<file path="config.mk">
export PLATFORM = sky130hd
export DESIGN_NAME = axi_lite_regfile
export DESIGN_NICKNAME = d
export VERILOG_FILES = /design/src/rtl/axi_lite_pkg.sv /design/src/rtl/axi_lite_regfile_wr.sv /design/src/rtl/axi_lite_regfile.sv
export SDC_FILE = /design/constraint.sdc
export NUM_CORES = 1
export LEC_CHECK = 0
export BUFFER_PORTS_ARGS = -buffer_cell sky130_fd_sc_hd__buf_2
export CORE_AREA = 4 4 262 264
export DETAILED_ROUTE_END_ITERATION = 10
export DIE_AREA = 0 0 266 268
export HOLD_SLACK_MARGIN = 0.1
export PLACE_DENSITY_LB_ADDON = 0.12
export SLEW_MARGIN = 10
export SYNTH_ARGS = -nofsm -noshare
export SYNTH_HDL_FRONTEND = slang
export SYNTH_SLANG_ARGS = --single-unit
</file>
<file path="constraint.sdc">
create_clock -name aclk -period 5.6 [get_ports aclk]
set_input_delay 0.84 -clock aclk [delete_from_list [all_inputs] [get_ports aclk]]
set_output_delay 0.84 -clock aclk [all_outputs]
set_load 0.02 [all_outputs]
</file>
<file path="src/rtl/axi_lite_pkg.sv">
// Shared definitions for the AXI-Lite register file: response codes,
// FSM state types and a small response-selection helper.
package axi_lite_pkg;

  localparam logic [1:0] RESP_OKAY   = 2'b00;
  localparam logic [1:0] RESP_EXOKAY = 2'b01;
  localparam logic [1:0] RESP_SLVERR = 2'b10;
  localparam logic [1:0] RESP_DECERR = 2'b11;

  typedef enum logic {
    WR_IDLE = 1'b0,
    WR_RESP = 1'b1
  } wr_state_e;

  typedef enum logic {
    RD_IDLE = 1'b0,
    RD_DATA = 1'b1
  } rd_state_e;

  // In-range accesses answer OKAY, anything outside the map answers DECERR.
  function automatic logic [1:0] resp_for(input logic in_range);
    return in_range ? RESP_OKAY : RESP_DECERR;
  endfunction

endpackage

</file>
<file path="src/rtl/axi_lite_regfile_wr.sv">
// Write channel of the register file: captures AW and W independently,
// issues a single-cycle commit once both are held, then drives the B response.
// Address decode lives in the top; it feeds back whether the captured
// address is inside the register map.
module axi_lite_regfile_wr
  import axi_lite_pkg::*;
#(
  parameter int ADDR_WIDTH = 32,
  parameter int DATA_WIDTH = 32
) (
  input  logic                    aclk,
  input  logic                    aresetn,
  input  logic                    active,
  input  logic [ADDR_WIDTH-1:0]   awaddr,
  input  logic                    awvalid,
  output logic                    awready,
  input  logic [DATA_WIDTH-1:0]   wdata,
  input  logic [DATA_WIDTH/8-1:0] wstrb,
  input  logic                    wvalid,
  output logic                    wready,
  output logic [1:0]              bresp,
  output logic                    bvalid,
  input  logic                    bready,
  output logic                    cmt_valid,
  output logic [ADDR_WIDTH-1:0]   cmt_addr,
  output logic [DATA_WIDTH-1:0]   cmt_data,
  output logic [DATA_WIDTH/8-1:0] cmt_strb,
  input  logic                    cmt_addr_ok
);

  wr_state_e               state_q, state_d;
  logic                    aw_done_q, aw_done_d;
  logic                    w_done_q, w_done_d;
  logic [ADDR_WIDTH-1:0]   addr_q, addr_d;
  logic [DATA_WIDTH-1:0]   data_q, data_d;
  logic [DATA_WIDTH/8-1:0] strb_q, strb_d;
  logic [1:0]              bresp_q, bresp_d;

  // State register plus captured channel contents; reset drops any half-done write.
  always_ff @(posedge aclk or negedge aresetn) begin
    if (!aresetn) begin
      state_q   <= WR_IDLE;
      aw_done_q <= 1'b0;
      w_done_q  <= 1'b0;
      addr_q    <= '0;
      data_q    <= '0;
      strb_q    <= '0;
      bresp_q   <= RESP_OKAY;
    end else begin
      state_q   <= state_d;
      aw_done_q <= aw_done_d;
      w_done_q  <= w_done_d;
      addr_q    <= addr_d;
      data_q    <= data_d;
      strb_q    <= strb_d;
      bresp_q   <= bresp_d;
    end
  end

  // Next state: commit moves to the response phase, bready returns to idle.
  always_comb begin
    state_d = state_q;
    case (state_q)
      WR_IDLE: if (cmt_valid) state_d = WR_RESP;
      WR_RESP: if (bready)    state_d = WR_IDLE;
      default: state_d = WR_IDLE;
    endcase
  end

  // Channel capture and response latching; AW and W may arrive in any order.
  always_comb begin
    aw_done_d = aw_done_q;
    w_done_d  = w_done_q;
    addr_d    = addr_q;
    data_d    = data_q;
    strb_d    = strb_q;
    bresp_d   = bresp_q;
    if (awvalid && awready) begin
      aw_done_d = 1'b1;
      addr_d    = awaddr;
    end
    if (wvalid && wready) begin
      w_done_d = 1'b1;
      data_d   = wdata;
      strb_d   = wstrb;
    end
    if (cmt_valid) begin
      aw_done_d = 1'b0;
      w_done_d  = 1'b0;
      bresp_d   = resp_for(cmt_addr_ok);
    end
  end

  // Outputs: readies only while idle and the channel is still empty.
  always_comb begin
    awready   = active && (state_q == WR_IDLE) && !aw_done_q;
    wready    = active && (state_q == WR_IDLE) && !w_done_q;
    cmt_valid = active && (state_q == WR_IDLE) && aw_done_q && w_done_q;
    bvalid    = (state_q == WR_RESP);
    bresp     = bresp_q;
    cmt_addr  = addr_q;
    cmt_data  = data_q;
    cmt_strb  = strb_q;
  end

endmodule

</file>
<file path="src/rtl/axi_lite_regfile.sv">
// AXI-Lite slave register file: decode, byte-strobed storage and the
// read path. The write handshake is delegated to axi_lite_regfile_wr.
module axi_lite_regfile
  import axi_lite_pkg::*;
#(
  parameter int                    ADDR_WIDTH = 32,
  parameter int                    DATA_WIDTH = 32,
  parameter int                    NUM_REGS   = 16,
  parameter logic [DATA_WIDTH-1:0] RESET_VAL  = '0
) (
  input  logic                           aclk,
  input  logic                           aresetn,
  input  logic [ADDR_WIDTH-1:0]          awaddr,
  input  logic [2:0]                     awprot,
  input  logic                           awvalid,
  output logic                           awready,
  input  logic [DATA_WIDTH-1:0]          wdata,
  input  logic [DATA_WIDTH/8-1:0]        wstrb,
  input  logic                           wvalid,
  output logic                           wready,
  output logic [1:0]                     bresp,
  output logic                           bvalid,
  input  logic                           bready,
  input  logic [ADDR_WIDTH-1:0]          araddr,
  input  logic [2:0]                     arprot,
  input  logic                           arvalid,
  output logic                           arready,
  output logic [DATA_WIDTH-1:0]          rdata,
  output logic [1:0]                     rresp,
  output logic                           rvalid,
  input  logic                           rready,
  output logic [NUM_REGS*DATA_WIDTH-1:0] reg_q,
  output logic [NUM_REGS-1:0]            wr_pulse
);

  localparam int BYTES  = DATA_WIDTH / 8;
  localparam int AW_LSB = $clog2(BYTES);
  localparam int IDX_W  = $clog2(NUM_REGS);

  // Any address bit above the word index set means the access is outside the map.
  function automatic logic addr_in_range(input logic [ADDR_WIDTH-1:0] addr);
    return (addr >> (AW_LSB + IDX_W)) == '0;
  endfunction

  function automatic logic [IDX_W-1:0] addr_index(input logic [ADDR_WIDTH-1:0] addr);
    return IDX_W'(addr >> AW_LSB);
  endfunction

  logic                    active_q, active_d;
  logic [DATA_WIDTH-1:0]   regs_q [NUM_REGS];
  logic [DATA_WIDTH-1:0]   regs_d [NUM_REGS];
  logic [NUM_REGS-1:0]     wr_pulse_q, wr_pulse_d;
  rd_state_e               rd_state_q, rd_state_d;
  logic [DATA_WIDTH-1:0]   rdata_q, rdata_d;
  logic [1:0]              rresp_q, rresp_d;

  logic                    cmt_valid;
  logic [ADDR_WIDTH-1:0]   cmt_addr;
  logic [DATA_WIDTH-1:0]   cmt_data;
  logic [BYTES-1:0]        cmt_strb;
  logic                    cmt_addr_ok;
  logic [IDX_W-1:0]        cmt_idx;
  logic                    rd_ok;
  logic [IDX_W-1:0]        rd_idx;
  logic                    ar_hs;
  logic                    unused_prot;

  assign unused_prot = ^{awprot, arprot};
  assign active_d    = 1'b1;
  assign cmt_addr_ok = addr_in_range(cmt_addr);
  assign cmt_idx     = addr_index(cmt_addr);
  assign rd_ok       = addr_in_range(araddr);
  assign rd_idx      = addr_index(araddr);
  assign ar_hs       = arvalid && arready;

  axi_lite_regfile_wr #(
    .ADDR_WIDTH (ADDR_WIDTH),
    .DATA_WIDTH (DATA_WIDTH)
  ) u_wr (
    .aclk        (aclk),
    .aresetn     (aresetn),
    .active      (active_q),
    .awaddr      (awaddr),
    .awvalid     (awvalid),
    .awready     (awready),
    .wdata       (wdata),
    .wstrb       (wstrb),
    .wvalid      (wvalid),
    .wready      (wready),
    .bresp       (bresp),
    .bvalid      (bvalid),
    .bready      (bready),
    .cmt_valid   (cmt_valid),
    .cmt_addr    (cmt_addr),
    .cmt_data    (cmt_data),
    .cmt_strb    (cmt_strb),
    .cmt_addr_ok (cmt_addr_ok)
  );

  // Holds the readies low during reset until the first edge after release.
  always_ff @(posedge aclk or negedge aresetn) begin
    if (!aresetn) active_q <= 1'b0;
    else          active_q <= active_d;
  end

  // Register storage and the one-cycle write strobe.
  always_ff @(posedge aclk or negedge aresetn) begin
    if (!aresetn) begin
      regs_q     <= '{default: RESET_VAL};
      wr_pulse_q <= '0;
    end else begin
      regs_q     <= regs_d;
      wr_pulse_q <= wr_pulse_d;
    end
  end

  // Byte-lane merge of a committed write; out-of-range commits touch nothing.
  always_comb begin
    regs_d     = regs_q;
    wr_pulse_d = '0;
    if (cmt_valid && cmt_addr_ok) begin
      for (int b = 0; b < BYTES; b++) begin
        if (cmt_strb[b]) regs_d[cmt_idx][b*8 +: 8] = cmt_data[b*8 +: 8];
      end
      wr_pulse_d[cmt_idx] = 1'b1;
    end
  end

  // Read state register and latched response; regs_q is sampled pre-write.
  always_ff @(posedge aclk or negedge aresetn) begin
    if (!aresetn) begin
      rd_state_q <= RD_IDLE;
      rdata_q    <= '0;
      rresp_q    <= RESP_OKAY;
    end else begin
      rd_state_q <= rd_state_d;
      rdata_q    <= rdata_d;
      rresp_q    <= rresp_d;
    end
  end

  // Read next state: AR handshake enters the data phase, rready leaves it.
  always_comb begin
    rd_state_d = rd_state_q;
    case (rd_state_q)
      RD_IDLE: if (ar_hs)  rd_state_d = RD_DATA;
      RD_DATA: if (rready) rd_state_d = RD_IDLE;
      default: rd_state_d = RD_IDLE;
    endcase
  end

  // Read data capture at the AR handshake; out-of-range reads return zero.
  always_comb begin
    rdata_d = rdata_q;
    rresp_d = rresp_q;
    if (ar_hs) begin
      rdata_d = rd_ok ? regs_q[rd_idx] : '0;
      rresp_d = resp_for(rd_ok);
    end
  end

  // Read channel outputs.
  always_comb begin
    arready  = active_q && (rd_state_q == RD_IDLE);
    rvalid   = (rd_state_q == RD_DATA);
    rdata    = rdata_q;
    rresp    = rresp_q;
    wr_pulse = wr_pulse_q;
  end

  // Flattened view of the register contents.
  for (genvar i = 0; i < NUM_REGS; i++) begin : g_flat
    assign reg_q[i*DATA_WIDTH +: DATA_WIDTH] = regs_q[i];
  end

endmodule

</file>
==> metrics.md <==
| Metric | Value |
|---|---|
| Run status | complete, no violations |
| Effective utilization at floorplan | 0.428 |
| Number of warnings issued by yosys | 0 |
| HPWL Detailed | 68700 um |
| Most common library cell in the layout ignoring fill and taps | buf_2 |
| Setup-failing EPs final | 0 |
| Number of iterations in the first detailed-routing pass | 5 |
| CTS tree | built |
| Share of post-route cells with drive strength above 1 | 0.648 |
| Worst R2R Start | u_wr.cmt_addr[10] |
| Clock period minus final worst setup slack | 3.49 ns |
| Filler cell count in the final layout | 5678 |
| Number of flops mapped to enable cells by yosys | 0 |
| Slowest stage cell, crit path | nor4_4 |
| Total power | 11.4 mW |
| Min-delay worst type | in -> async |
| Critical Path RT | 6.07 ns |
| Quantity of gates resized following cts | 0 |
| Number of buffer cells added on primary ports | 671 |
| Distinct cell type count after synthesis | 33 |
| Worst skew pair latency | 0.61 ns |
| Sequential element share of the synthesized area | 0.556 |
| H-tree levels | 3 |
| Critical path origin | u_wr.cmt_addr[10] |
| Core Area | 0.0666 mm^2 |
| Final wirelength | 100000 um |
| Initial DRC Count | 1062 |
| RSZ-0062 raised after global routing | false |
| Critical Path End | reg_q[370] |
| Count of standard-cell rows | 95 |
| Number of global-route vias before repair | 20000 |
| Critical path endpoint category | flip-flop |
| Worst path max stage delay | 1.13 ns |
| Post-route antenna net violation count | 0 |
| Final hold viol count | 0 |
| Clock slew at reported path FFs | 0.06 ns |
| Kind of critical path | reg -> reg |
| Maximum root-to-sink buffer count | 3 |
| Worst Max-Slew Pin Slew | 1.21 ns |
| Cell chosen for the clock root | clkbuf_16 |
| Count of pins on the block boundary | 682 |
| Maximum frequency from static timing analysis | 0.287 GHz |
| IR Drop Worst-Case VDD | 0.289 mV |
| Postcts setup bufs | 0 |
| Main flop type after synthesis | dfrtp_1 |
| Overall routing resource usage | 0.275 |
| Count of hold buffers inserted by post-cts repair | 0 |
| Via count | 19100 |
| Mean routed wirelength per cell | 30.1 um |
| Area growth from synthesis to layout | 23.1% |
| Async set-reset flop share out of synthesis | 1.00 |
| Total clock buffers created by CTS | 71 |
| Die outline area | 0.0713 mm^2 |
| Height of the die | 268 um |
| FF-to-FF path depth | 5 |
| R2r endpoint | reg_q[370] |
| Grt total ovfl | 0 |
| Arrival time worst endpoint | 3.96 ns |
| Worst-case headroom to the max-slew limit | 0.190 |
| Avg Vias per Cell | 5.75 |
| Number of nets in the synthesized netlist | 1858 |
| Final estimated routing congestion in global placement | 0.840 |
| P per Cell Area | 324 mW/mm^2 |
| Top library cells by usage in the layout, fill and taps aside | 668 x buf_2, 633 x dfrtp_1, 578 x mux2_2 |
| Area of the mapped netlist | 0.0285 mm^2 |
| Pin count of the biggest net entering global routing | 150 |
| Synthesized netlist cell count | 1745 |
| Reported leakage power | 18.6 nW |
| Antenna violations before repair | 8 |
| CP startpoint kind | flip-flop |
| First-pass GRT wire length | 144000 um |
| Post-Route Setup TNS | 0 ns |
| Count of state elements after synthesis | 633 |
| Post-route DRC violation count | 0 |
| Worst Slack Setup Final | 2.11 ns |
| Clk sink count | 633 |
| Maximum fanout along the worst path | 35 |
| Post-Synthesis Mean Instance Area | 16.3 um^2 |
| Reg2reg setup slack | 2.11 ns |
| Clock Skew | 0.0316 ns |
| Sequence of cells on the critical path | nor4_1 > nand4_1 > buf_4 > nor4_4 > mux2_2 |
| Final layout net count | 2509 |
| Fin crit share | 0.622 |
| Pre-CTS setup slack | 2.21 ns |
| Die W | 266 um |
| Fin. max-slew vios | 0 |
| MaxCap Viol Count | 0 |
[kinds of logic after synthesis]
kind of cell	after synthesis	share of synthesized area
compound gates	101	0.0279
buf+inv	120	0.0187
flops	633	0.556
mux	707	0.330
other cells	1	0.000132
simple gates	183	0.0674
[worst max-delay path, delay by kind of cell (launching register included)]
| family | cells | cell delay [ns] |
|---|---|---|
| buffers and inverters | 1 | 0.56 |
| multiplexers | 1 | 0.42 |
| flip-flops | 1 | 0.38 |
| AND/OR/NAND/NOR | 3 | 1.96 |
[sequential cells by signal (all words and copies together), names as in the netlist, 4 cells and up]
signal and cells:
u_wr.cmt_addr 30, u_wr.cmt_strb 4, reg_q 512, rdata 32, u_wr.cmt_data 32, wr_pulse 16
[worst min path at each step]
stage	endpoint	depth (start not counted)	start	slack (ns)
floorplan	u_wr.cmt_addr[10]	1	u_wr.cmt_addr[10]	0.48
global placement	rdata[0]	1	rdata[0]	0.49
detailed placement	rdata[16]	1	rdata[16]	0.49
CTS	reg_q[314]	1	aresetn	0.22
global route	reg_q[314]	1	aresetn	0.23
finish	reg_q[314]	1	aresetn	0.21
[final cells by class]
type | count | area [um^2] | area share
clock buffers | 102 | 2100 | 0.0598
flip-flops and latches | 633 | 15800 | 0.451
repair buffers | 695 | 3630 | 0.103
multi-input cells | 992 | 12200 | 0.347
diodes | 5 | 12.5 | 0.000357
well taps | 873 | 1090 | 0.0311
clock inverters | 21 | 241 | 0.00688
inverters | 3 | 11.3 | 0.000321
[report_power, final]
group	internal [mW]	switching, mW
sequential	4.82	0.698
clock	2.76	1.93
combinational	0.415	0.762
total	7.99	3.39
[cell usage after synthesis (3+ instances only)]
cell type,number,area share
a22oi_1,62,0.016
buf_4,10,0.0026
nand4_1,4,0.00088
dfrtp_1,633,0.56
nor2_1,22,0.0029
nor2b_1,7,0.0015
nor4_4,64,0.048
a22o_1,31,0.0095
nand2_1,49,0.0065
nor4_1,12,0.0026
nand2b_1,5,0.0011
buf_2,23,0.0040
buf_1,39,0.0051
nand3_1,9,0.0016
clkbuf_1,43,0.0057
or3_1,4,0.00088
mux2_2,578,0.23
mux4_2,128,0.10
inv_1,3,0.00040
[through the flow]
| step | hold slack, ns | cell area [um^2] | instances | utilization |
|---|---|---|---|---|
| 6_report | 0.206 | 35100 | 3324 | 0.527 |
| 5_1_grt | 0.233 | 35100 | 3321 | 0.527 |
| 4_1_cts | 0.215 | 35100 | 3319 | 0.527 |
| 3_5_place_dp | 0.487 | 32700 | 3196 | 0.492 |
| 3_3_place_gp | 0.486 | 32700 | 3196 | 0.492 |
| 2_1_floorplan | 0.481 | 28500 | 1745 | - |
[per-layer routing]
layer / track usage / share of wire / wire [um]
met4: 0.105 / 0.040 / 4030
met5: 0 / 0.00013 / 13
met3: 0.0733 / 0.072 / 7190
met1: 0.341 / 0.39 / 38700
met2: 0.466 / 0.50 / 50300
(Power assumes the default switching activity.)
